==> src/rtl/par2ser_shifter_pkg.sv <==
// Shared types and helpers for the parallel-to-serial converter.
package par2ser_shifter_pkg;

  typedef enum logic {
    StIdle  = 1'b0,
    StShift = 1'b1
  } state_e;

  // Ceiling log2, never below 1 so a counter always has at least one bit.
  function automatic int unsigned clog2(input int unsigned value);
    int unsigned result;
    result = 0;
    while ((32'd1 << result) < value) begin
      result++;
    end
    return (result == 0) ? 1 : result;
  endfunction

endpackage

==> src/rtl/par2ser_shifter.sv <==
// Parallel-to-serial converter with a one-word holding buffer so consecutive
// words stream with no idle bit between them.
module par2ser_shifter
  import par2ser_shifter_pkg::*;
#(
  parameter int unsigned DATA_WIDTH = 12,
  parameter bit          MSB_FIRST  = 1'b0
) (
  input  logic                  CLK,
  input  logic                  RST,
  input  logic [DATA_WIDTH-1:0] DIN,
  input  logic                  DIN_VALID,
  output logic                  DIN_READY,
  output logic                  SOUT,
  output logic                  SOUT_VALID,
  output logic                  SOUT_SOF,
  output logic                  SOUT_EOF,
  output logic                  BUSY
);

  localparam int unsigned    CntW    = clog2(DATA_WIDTH);
  localparam logic [CntW-1:0] CntLast = CntW'(DATA_WIDTH - 1);

  state_e                  state_q, state_d;
  logic [DATA_WIDTH-1:0]   sr_q, sr_d, sr_shift;
  logic [DATA_WIDTH-1:0]   pend_q, pend_d;
  logic                    pend_full_q, pend_full_d;
  logic [CntW-1:0]         cnt_q, cnt_d;
  logic                    accept;

  logic sout_d, sout_valid_d, sof_d, eof_d, busy_d;
  logic sout_q, sout_valid_q, sof_q, eof_q, busy_q;

  // Ready depends only on reset and registered state, never on DIN_VALID.
  assign DIN_READY = RST & ~pend_full_q;
  assign accept    = DIN_VALID & DIN_READY;

  always_comb begin
    if (MSB_FIRST) begin
      sr_shift = {sr_q[DATA_WIDTH-2:0], 1'b0};
    end else begin
      sr_shift = {1'b0, sr_q[DATA_WIDTH-1:1]};
    end
  end

  always_comb begin
    state_d     = state_q;
    sr_d        = sr_q;
    pend_d      = pend_q;
    pend_full_d = pend_full_q;
    cnt_d       = cnt_q;
    unique case (state_q)
      StIdle: begin
        if (accept) begin
          sr_d    = DIN;
          cnt_d   = '0;
          state_d = StShift;
        end
      end
      StShift: begin
        if (cnt_q == CntLast) begin
          if (pend_full_q) begin
            sr_d        = pend_q;
            pend_full_d = 1'b0;
            cnt_d       = '0;
          end else if (accept) begin
            // Bypass the buffer: the new word follows EOF directly.
            sr_d  = DIN;
            cnt_d = '0;
          end else begin
            sr_d    = sr_shift;
            cnt_d   = '0;
            state_d = StIdle;
          end
        end else begin
          sr_d  = sr_shift;
          cnt_d = cnt_q + CntW'(1);
          if (accept) begin
            pend_d      = DIN;
            pend_full_d = 1'b1;
          end
        end
      end
      default: state_d = StIdle;
    endcase
  end

  // Outputs are registered from next state so they describe the bit on the wire.
  always_comb begin
    sout_valid_d = (state_d == StShift);
    sout_d       = sout_valid_d & (MSB_FIRST ? sr_d[DATA_WIDTH-1] : sr_d[0]);
    sof_d        = sout_valid_d & (cnt_d == '0);
    eof_d        = sout_valid_d & (cnt_d == CntLast);
    busy_d       = sout_valid_d | pend_full_d;
  end

  always_ff @(posedge CLK or negedge RST) begin
    if (!RST) begin
      state_q      <= StIdle;
      sr_q         <= '0;
      pend_q       <= '0;
      pend_full_q  <= 1'b0;
      cnt_q        <= '0;
      sout_q       <= 1'b0;
      sout_valid_q <= 1'b0;
      sof_q        <= 1'b0;
      eof_q        <= 1'b0;
      busy_q       <= 1'b0;
    end else begin
      state_q      <= state_d;
      sr_q         <= sr_d;
      pend_q       <= pend_d;
      pend_full_q  <= pend_full_d;
      cnt_q        <= cnt_d;
      sout_q       <= sout_d;
      sout_valid_q <= sout_valid_d;
      sof_q        <= sof_d;
      eof_q        <= eof_d;
      busy_q       <= busy_d;
    end
  end

  assign SOUT       = sout_q;
  assign SOUT_VALID = sout_valid_q;
  assign SOUT_SOF   = sof_q;
  assign SOUT_EOF   = eof_q;
  assign BUSY       = busy_q;

endmodule

==> config.mk <==
export PLATFORM = sky130hd
export DESIGN_NAME = par2ser_shifter
export DESIGN_NICKNAME = d
export VERILOG_FILES = /design/src/rtl/par2ser_shifter_pkg.sv /design/src/rtl/par2ser_shifter.sv
export SDC_FILE = /design/constraint.sdc
export NUM_CORES = 1
export LEC_CHECK = 0
export BUFFER_PORTS_ARGS = -buffer_cell sky130_fd_sc_hd__buf_4
export CAP_MARGIN = 20
export CELL_PAD_IN_SITES_DETAIL_PLACEMENT = 2
export CELL_PAD_IN_SITES_GLOBAL_PLACEMENT = 2
export CORE_MARGIN = 5
export CORE_UTILIZATION = 38
export DETAILED_ROUTE_END_ITERATION = 8
export PLACE_DENSITY_LB_ADDON = 0.2
export SLEW_MARGIN = 20
export SYNTH_ARGS = -nofsm -noshare
export SYNTH_HDL_FRONTEND = slang
export SYNTH_SLANG_ARGS = --single-unit
==> constraint.sdc <==
create_clock -name CLK -period 2.1 [get_ports CLK]
set_input_delay 0 -clock CLK [delete_from_list [all_inputs] [get_ports CLK]]
set_output_delay 0 -clock CLK [all_outputs]
set_load 0.005 [all_outputs]
==> flow_metrics.env, run 1 <==
export IMPL_outcome="completed"
export IMPL_place_ws_ps=329
export IMPL_setup_tns_ps=0
export IMPL_grt_pass1_wl_mm=7.03
export IMPL_fp_dieH_um=74.9
export IMPL_path_class="register to register"
export IMPL_grt_max_degree=26
export IMPL_ios=21
export IMPL_cts_hold_buf=13
export IMPL_cap_violations=0
export IMPL_cts_setup_buffers=0
export IMPL_yosysSeqAreaShare_pct=53.1
export IMPL_clockRootBuffer="clkbuf_8"
export IMPL_routed_wl_mm=4.11
export IMPL_first_pass_iters=4
export IMPL_fmax_mhz=566
export IMPL_synth_top_cell_by_area="dfrtp_1"
export IMPL_synth_seq_cells=34
export IMPL_drt_initial_drc_count=56
export IMPL_hold_class="input port to register"
export IMPL_report_final_slew_viol_count=0
export IMPL_setup_viol=0
export IMPL_dieArea_sq_um=5610
export IMPL_whs_ps=49.5
export IMPL_vias=1236
export IMPL_synth_nets=149
export IMPL_rsz0062_at_grt="no"
export IMPL_globalRouteOverflowTotal=0
export IMPL_fp_coreArea_sq_um=4060
export IMPL_numCtsBuffers=5
export IMPL_p_per_area_nw_per_um2=1180
export IMPL_min_period_ps=1770
export IMPL_clk_pin_slew_ps=70
export IMPL_ys_types=33
export IMPL_hold_viol=0
export IMPL_leakage_nw=0.925
export IMPL_rrSetupSlack_ps=330
export IMPL_total_power_mw=2.38
export IMPL_avgViaCountPerCell=5.62
export IMPL_insertion_delay_ps=280
export IMPL_synth_cells=133
export IMPL_setup_slack_ps=334
export IMPL_worst_pin_slew_ps=453
export IMPL_cp_end_kind="register"
export IMPL_drtAntennaViolNets=0
export IMPL_drive_gt1_share_pct=28.8
export IMPL_fin_crit_sh_pct=84.1
export IMPL_worst_path_max_fanout=12
export IMPL_dpl_hpwl_mm=2.68
export IMPL_ir_worst_vdd_uv=464
export IMPL_grt_pass1_vias=1380
export IMPL_cts_tree="done"
export IMPL_critPathLaunchType="register"
export IMPL_synthesis_area_sq_um=1600
export IMPL_arrival_ps=1930
export IMPL_drt_wirelength_per_cell_um=18.7
export IMPL_yosysTopAreaCellShare_pct=53.1
export IMPL_chipWidth_um=74.9
export IMPL_cts_resized=0
export IMPL_antennaDiodeCount=0
export IMPL_drc=0
export IMPL_final_nets=185
export IMPL_portBuffers=20
export IMPL_yosys_warnings=0
export IMPL_gp_congestion=0.786
export IMPL_postSynthAreaPerCell_sq_um=12.0
export IMPL_synth_area_leaders="dfrtp_1, a22oi_1, mux2_4"
export IMPL_worstPathRequired_ps=2260
export IMPL_clockBufferDepth=2
export IMPL_rows=23
export IMPL_start_util_pct=39.5
export IMPL_antenna_found_initial=0
export IMPL_fin_worst_skew_ps=5.27
export IMPL_relSlewSlack_pct=69.8
export IMPL_htree_levels=2
export IMPL_grt_usage_pct=16.6
export IMPL_syn_to_final_growth_pct=25.5
export IMPL_cts_sinks=34
-- sequential cells by signal, indices dropped and copies added (netlist names) --
name and cells:
BUSY 1, SOUT 1, SOUT_EOF 1, SOUT_SOF 1
SOUT_VALID 1, cnt_q 4, pend_full_q 1, pend_q 12
sr_q 12
-- area by class of cell --
| type | instances | area, sq um |
|---|---|---|
| clock buffer | 7 | 86.3 |
| clock inverter | 1 | 5.00 |
| fill | 404 | 2050 |
| inverter | 2 | 7.51 |
| multi-input combinational | 89 | 687 |
| sequential | 34 | 851 |
| tap | 50 | 62.6 |
| timing repair buffer | 37 | 310 |
-- Yosys cell counts --
cell type,n
dfrtp_1,34
a22oi_1,21
nand2_1,10
o21ai_0,9
mux2_2,6
mux2_4,6
o21ai_1,5
a21oi_1,4
nand3_1,4
nor2_1,4
buf_2,3
buf_4,2
buf_6,2
inv_1,2
nor2b_1,2
or2_1,2
a2111oi_2,1
a21boi_4,1
a22o_1,1
a32o_1,1
a32oi_1,1
and2b_1,1
and3_1,1
and3b_1,1
and4b_1,1
clkbuf_1,1
ha_1,1
nand2_2,1
nand2b_1,1
nand3_4,1
nand3b_4,1
nor2_8,1
o31ai_1,1
-- cells by family (layout without fill, tap and decap cells) --
kind of cell	after synthesis	in the layout	share of synthesized area, %
fa+ha+maj	1	1	0.781
buf+inv	10	47	3.98
simple gates	31	31	12.5
flops	34	34	53.1
compound gates	45	45	19.8
mux	12	12	9.84
-- path summary, 6_finish.rpt --
check | start | end | cells past startpoint
max | pend_full_q | pend_q[11] | 3
min | DIN_VALID | BUSY | 3
max reg2reg | pend_full_q | pend_q[11] | 3
min reg2reg | pend_q[4] | pend_q[4] | 1
max in group asynchronous | RST | pend_q[8] | 3
min in group asynchronous | RST | cnt_q[2] | 2
-- metrics by stage --
step           std cells  util (%)  cell area, sq um
2_1_floorplan        133         -              1600
3_3_place_gp         199      44.1              1790
3_5_place_dp         199      44.1              1790
4_1_cts              220      49.5              2010
5_1_grt              220      49.5              2010
6_report             220      49.5              2010
-- layout by cell type, fill, tap and decap left out, drive strengths merged, types with 2 or more instances in the layout --
cell         netlist  final
mux2              12     12
a21oi              4      4
or2                2      2
nand2             11     11
dlygate4sd3        0     13
nor2               5      5
nor2b              2      2
o21ai             14     14
a22oi             21     21
buf                7     24
nand3              5      5
dfrtp             34     34
clkbuf             1      7
inv                2      2
-- metal layers --
layer | up-vias | part of all wire (%) | global-route usage (%)
met2 | 29 | 53 | 30.6
met4 | 0 | 0.78 | 4.15
li1 | 564 | - | -
met3 | 4 | 4.0 | 3.20
met1 | 639 | 42 | 19.7
met5 | - | 0 | 0
-- report_power, final --
part | leakage, nW | switching [mW] | internal [mW]
Sequential | 0.423 | 0.191 | 0.916
Clock | 0.0482 | 0.233 | 0.265
Combinational | 0.454 | 0.366 | 0.406
Total | 0.925 | 0.789 | 1.59
-- critical path, stage by stage, from the launching register on --
cell and delay (ps):
dfrtp_1 450, and3b_1 520, nand3_4 300, mux2_4 380
Note: power is estimated with default switching activity, not from simulation.
==> run 2: changes to the inputs <==
- clock period: 2.1 -> 1.7 ns (I/O delays scaled with it)
==> flow_metrics.env, run 2 (synthesized netlist as in run 1, its figures left out) <==
export IMPL_grt_pass1_wl_mm=8.16
export IMPL_arrival_ps=1830
export IMPL_relSlewSlack_pct=77.9
export IMPL_leakage_nw=0.980
export IMPL_reg_top3="pend_q x12, sr_q x12, cnt_q x4"
export IMPL_insertion_delay_ps=280
export IMPL_fin_worst_skew_ps=4.80
export IMPL_cp_end_kind="register"
export IMPL_hold_viol=0
export IMPL_path_class="register to register"
export IMPL_fp_dieH_um=74.9
export IMPL_cts_sinks=34
export IMPL_clockRootBuffer="clkbuf_8"
export IMPL_whs_ps=107
export IMPL_fp_coreArea_sq_um=4060
export IMPL_slowest_stage="dfrtp_1"
export IMPL_rows=23
export IMPL_report_final_slew_viol_count=0
export IMPL_outcome="completed"
export IMPL_cp_num_buf_inv=1
export IMPL_dieArea_sq_um=5610
export IMPL_drc=0
export IMPL_drt_initial_drc_count=79
export IMPL_setup_slack_ps=61.3
export IMPL_clk_pin_slew_ps=70
export IMPL_worst_pin_slew_ps=332
export IMPL_clockBufferDepth=2
export IMPL_routed_wl_mm=4.85
export IMPL_first_pass_iters=4
export IMPL_rsz0062_at_grt="no"
export IMPL_min_period_ps=1640
export IMPL_vias=1278
export IMPL_fin_crit_sh_pct=96.4
export IMPL_drt_wirelength_per_cell_um=20.9
export IMPL_globalRouteOverflowTotal=0
export IMPL_antennaDiodeCount=0
export IMPL_worstPathRequired_ps=1890
export IMPL_numCtsBuffers=5
export IMPL_htree_levels=2
export IMPL_cts_tree="done"
export IMPL_cpPeakStageDelay_ps=410
export IMPL_chipWidth_um=74.9
export IMPL_rrSetupSlack_ps=60
export IMPL_grt_usage_pct=20.1
export IMPL_ir_worst_vdd_uv=525
export IMPL_grt_use_met1_pct=24.6
export IMPL_avgViaCountPerCell=5.51
export IMPL_met3_usage_pct=4.14
export IMPL_setup_viol=0
export IMPL_fmax_mhz=610
export IMPL_layout_common_cells="buf_4, dfrtp_1, a22oi_1"
export IMPL_grtUsageMet2_pct=35.4
export IMPL_syn_to_final_growth_pct=31.6
export IMPL_drive_gt1_share_pct=35.7
export IMPL_portBuffers=20
export IMPL_p_per_area_nw_per_um2=1460
export IMPL_antenna_found_initial=0
export IMPL_grt_max_degree=21
export IMPL_drtAntennaViolNets=0
export IMPL_final_common_cell="buf_4"
export IMPL_busiest_layer="met2"
export IMPL_critPathLaunchType="register"
export IMPL_ios=21
export IMPL_place_ws_ps=-29.3
export IMPL_worst_path_max_fanout=11
export IMPL_gp_congestion=0.744
export IMPL_cts_setup_buffers=0
export IMPL_start_util_pct=39.5
export IMPL_hold_class="input port to register"
export IMPL_dpl_hpwl_mm=3.19
export IMPL_final_nets=198
export IMPL_path_delay_family="flip-flops"
export IMPL_cap_violations=0
export IMPL_grt_pass1_vias=1475
export IMPL_crit_chain="ha_2 > nand3b_4 > nor2_1 > buf_6 > a22oi_1 > o21ai_0"
-- run 2: timing repair --
action | CTS | global route
gates resized for setup | 1 | 6
cloned | 0 | 0
hold buffers | 13 | 0
pin swaps | 0 | 0
endpoints found under the hold margin | 56 | 0
setup endpoints to repair | 3 | 9
-- run 2: layout make-up --
type / count / area, sq um
multi-input combinational: 89 / 698
tap: 50 / 62.6
timing repair buffer: 50 / 412
clock buffer: 7 / 76.3
fill: 413 / 1950
inverter: 2 / 7.51
sequential: 34 / 852
-- run 2: power breakdown --
group          switching (mW)  total, mW  internal [mW]
Clock                   0.296      0.578          0.282
Combinational           0.530       1.13          0.599
Sequential              0.231       1.36           1.13
Total                    1.06       3.07           2.01
-- run 2: stage by stage --
step | total power [mW] | instances | TNS (ps) | area (sq um) | utilization, %
4_1_cts | 3.05 | 232 | 0 | 2090 | 51.6
5_1_grt | 3.28 | 232 | 0 | 2110 | 52.0
6_report | 3.07 | 232 | 0 | 2110 | 52.0
2_1_floorplan | 2.00 | 133 | 0 | 1600 | -
3_3_place_gp | 2.34 | 212 | 0 | 1890 | 46.5
3_5_place_dp | 2.44 | 212 | -29.3 | 1890 | 46.5
-- run 2: worst paths after layout --
kind,startpoint,to,cells past startpoint
worst max-delay path,cnt_q[0],sr_q[9],6
worst min-delay path,DIN_VALID,BUSY,4
worst max register to register,cnt_q[0],sr_q[9],6
worst min register to register,pend_q[5],pend_q[5],1
max in group asynchronous,RST,SOUT_VALID,3
min in group asynchronous,RST,cnt_q[2],3
-- run 2: worst register-to-register path: cells and delay by family, from the launching register on --
kind / cells / cell delay, ps
flops: 1 / 410
buf+inv: 1 / 200
simple gates: 2 / 350
compound gates: 2 / 330
fa+ha+maj: 1 / 250
-- run 2: metal layers --
metal  vias up  share of wire (%)
met1       670                 44
met4         0               0.60
met5         -                  0
met3         2                3.2
met2        20                 52
li1        586                  -
==> run 3: changes to the inputs <==
- RECOVER_POWER: default -> 50
==> flow_metrics.env, run 3 (synthesized netlist as in run 1, its figures left out) <==
export IMPL_drc=0
export IMPL_drt_initial_drc_count=79
export IMPL_hold_viol=0
export IMPL_report_final_slew_viol_count=0
export IMPL_seq_area_sq_um=852
export IMPL_cts_setup_buffers=0
export IMPL_cp_end_kind="register"
export IMPL_multiInputGateArea_sq_um=698
export IMPL_dpl_hpwl_mm=3.19
export IMPL_hold_class="input port to register"
export IMPL_numCtsBuffers=5
export IMPL_insertion_delay_ps=280
export IMPL_final_nets=198
export IMPL_grt_max_degree=21
export IMPL_p_per_area_nw_per_um2=1460
export IMPL_ir_worst_vdd_uv=525
export IMPL_drive_gt1_share_pct=35.2
export IMPL_grt_pass1_wl_mm=8.16
export IMPL_cts_tree="done"
export IMPL_antenna_found_initial=0
export IMPL_fp_dieH_um=74.9
export IMPL_fmax_mhz=612
export IMPL_clk_pin_slew_ps=70
export IMPL_portBuffers=20
export IMPL_rows=23
export IMPL_globalRouteOverflowTotal=0
export IMPL_num_fill_cells=413
export IMPL_worst_pin_slew_ps=884
export IMPL_cap_violations=0
export IMPL_gp_congestion=0.744
export IMPL_worst_path_max_fanout=11
export IMPL_rsz0062_at_grt="no"
export IMPL_layout_common_cells="dfrtp_1, buf_4, a22oi_1"
export IMPL_ios=21
export IMPL_setup_tns_ps=0
export IMPL_min_period_ps=1630
export IMPL_relSlewSlack_pct=41.0
export IMPL_fp_coreArea_sq_um=4060
export IMPL_path_class="register to register"
export IMPL_clockRootBuffer="clkbuf_8"
export IMPL_outcome="completed"
export IMPL_worstPathRequired_ps=1890
export IMPL_setup_viol=0
export IMPL_vias=1283
export IMPL_reg_top3="pend_q x12, sr_q x12, cnt_q x4"
export IMPL_leakage_nw=0.976
export IMPL_start_util_pct=39.5
export IMPL_drt_wirelength_per_cell_um=20.9
export IMPL_clockBufferDepth=2
export IMPL_htree_levels=2
export IMPL_syn_to_final_growth_pct=31.4
export IMPL_first_pass_iters=4
export IMPL_drtAntennaViolNets=0
export IMPL_routed_wl_mm=4.85
export IMPL_critPathLaunchType="register"
export IMPL_arrival_ps=1820
export IMPL_fin_worst_skew_ps=6.75
export IMPL_grt_usage_pct=20.1
export IMPL_antennaDiodeCount=0
export IMPL_chipWidth_um=74.9
export IMPL_avgViaCountPerCell=5.53
export IMPL_dieArea_sq_um=5610
export IMPL_fin_crit_sh_pct=96.2
export IMPL_grt_pass1_vias=1475
export IMPL_cts_sinks=34
export IMPL_total_power_mw=3.06
-- run 3: final timing paths --
check | slack, ps | from | end | depth (start not counted)
max | 70 | cnt_q[0] | sr_q[9] | 6
min | 110 | DIN_VALID | BUSY | 4
max reg2reg | 70 | cnt_q[0] | sr_q[9] | 6
min reg2reg | 510 | pend_q[5] | pend_q[5] | 1
max in group asynchronous | 680 | RST | pend_q[10] | 3
min in group asynchronous | 250 | RST | sr_q[2] | 3
-- run 3: repair_timing --
item | CTS | global route
gates resized for setup | 1 | 6
setup endpoints to repair | 3 | 9
hold buffers | 13 | 0
cloned | 0 | 0
endpoints found under the hold margin | 56 | 0
-- run 3: layer usage --
layer	up-vias	share of wire, %	global-route usage (%)
met1	674	43	24.6
li1	587	-	-
met3	2	3.2	4.14
met4	0	0.60	6.13
met5	-	0	0
met2	20	53	35.4
-- run 3: worst max-delay path, cell delays in order (launching register included) --
cell      delay [ps]
dfrtp_1          410
ha_2             250
nand3b_4         150
nor2_1           200
buf_6            200
a22oi_1          110
o21ai_0          220
-- run 3: stage by stage --
stage | hold WS [ps] | area, sq um | std cells | util, % | worst slack (ps)
6_report | 107 | 2100 | 232 | 51.9 | 65.0
4_1_cts | 77.6 | 2090 | 232 | 51.6 | 23.5
3_3_place_gp | -19.3 | 1890 | 212 | 46.5 | 83.8
5_1_grt | 129 | 2100 | 232 | 51.9 | 5.93
2_1_floorplan | -296 | 1600 | 133 | - | 188
3_5_place_dp | -12.0 | 1890 | 212 | 46.5 | -29.3
-- run 3: final cells by class --
type                       instances  share of cell area, %
multi-input combinational         89                   33.2
inverter                           2                  0.357
clock buffer                       7                   3.63
tap                               50                   2.97
sequential                        34                   40.5
timing repair buffer              50                   19.4
-- run 3: power breakdown --
part	leakage [nW]	internal, mW	total, mW	switching (mW)
sequential	0.422	1.13	1.36	0.231
clock	0.0383	0.282	0.575	0.292
combinational	0.515	0.597	1.13	0.529
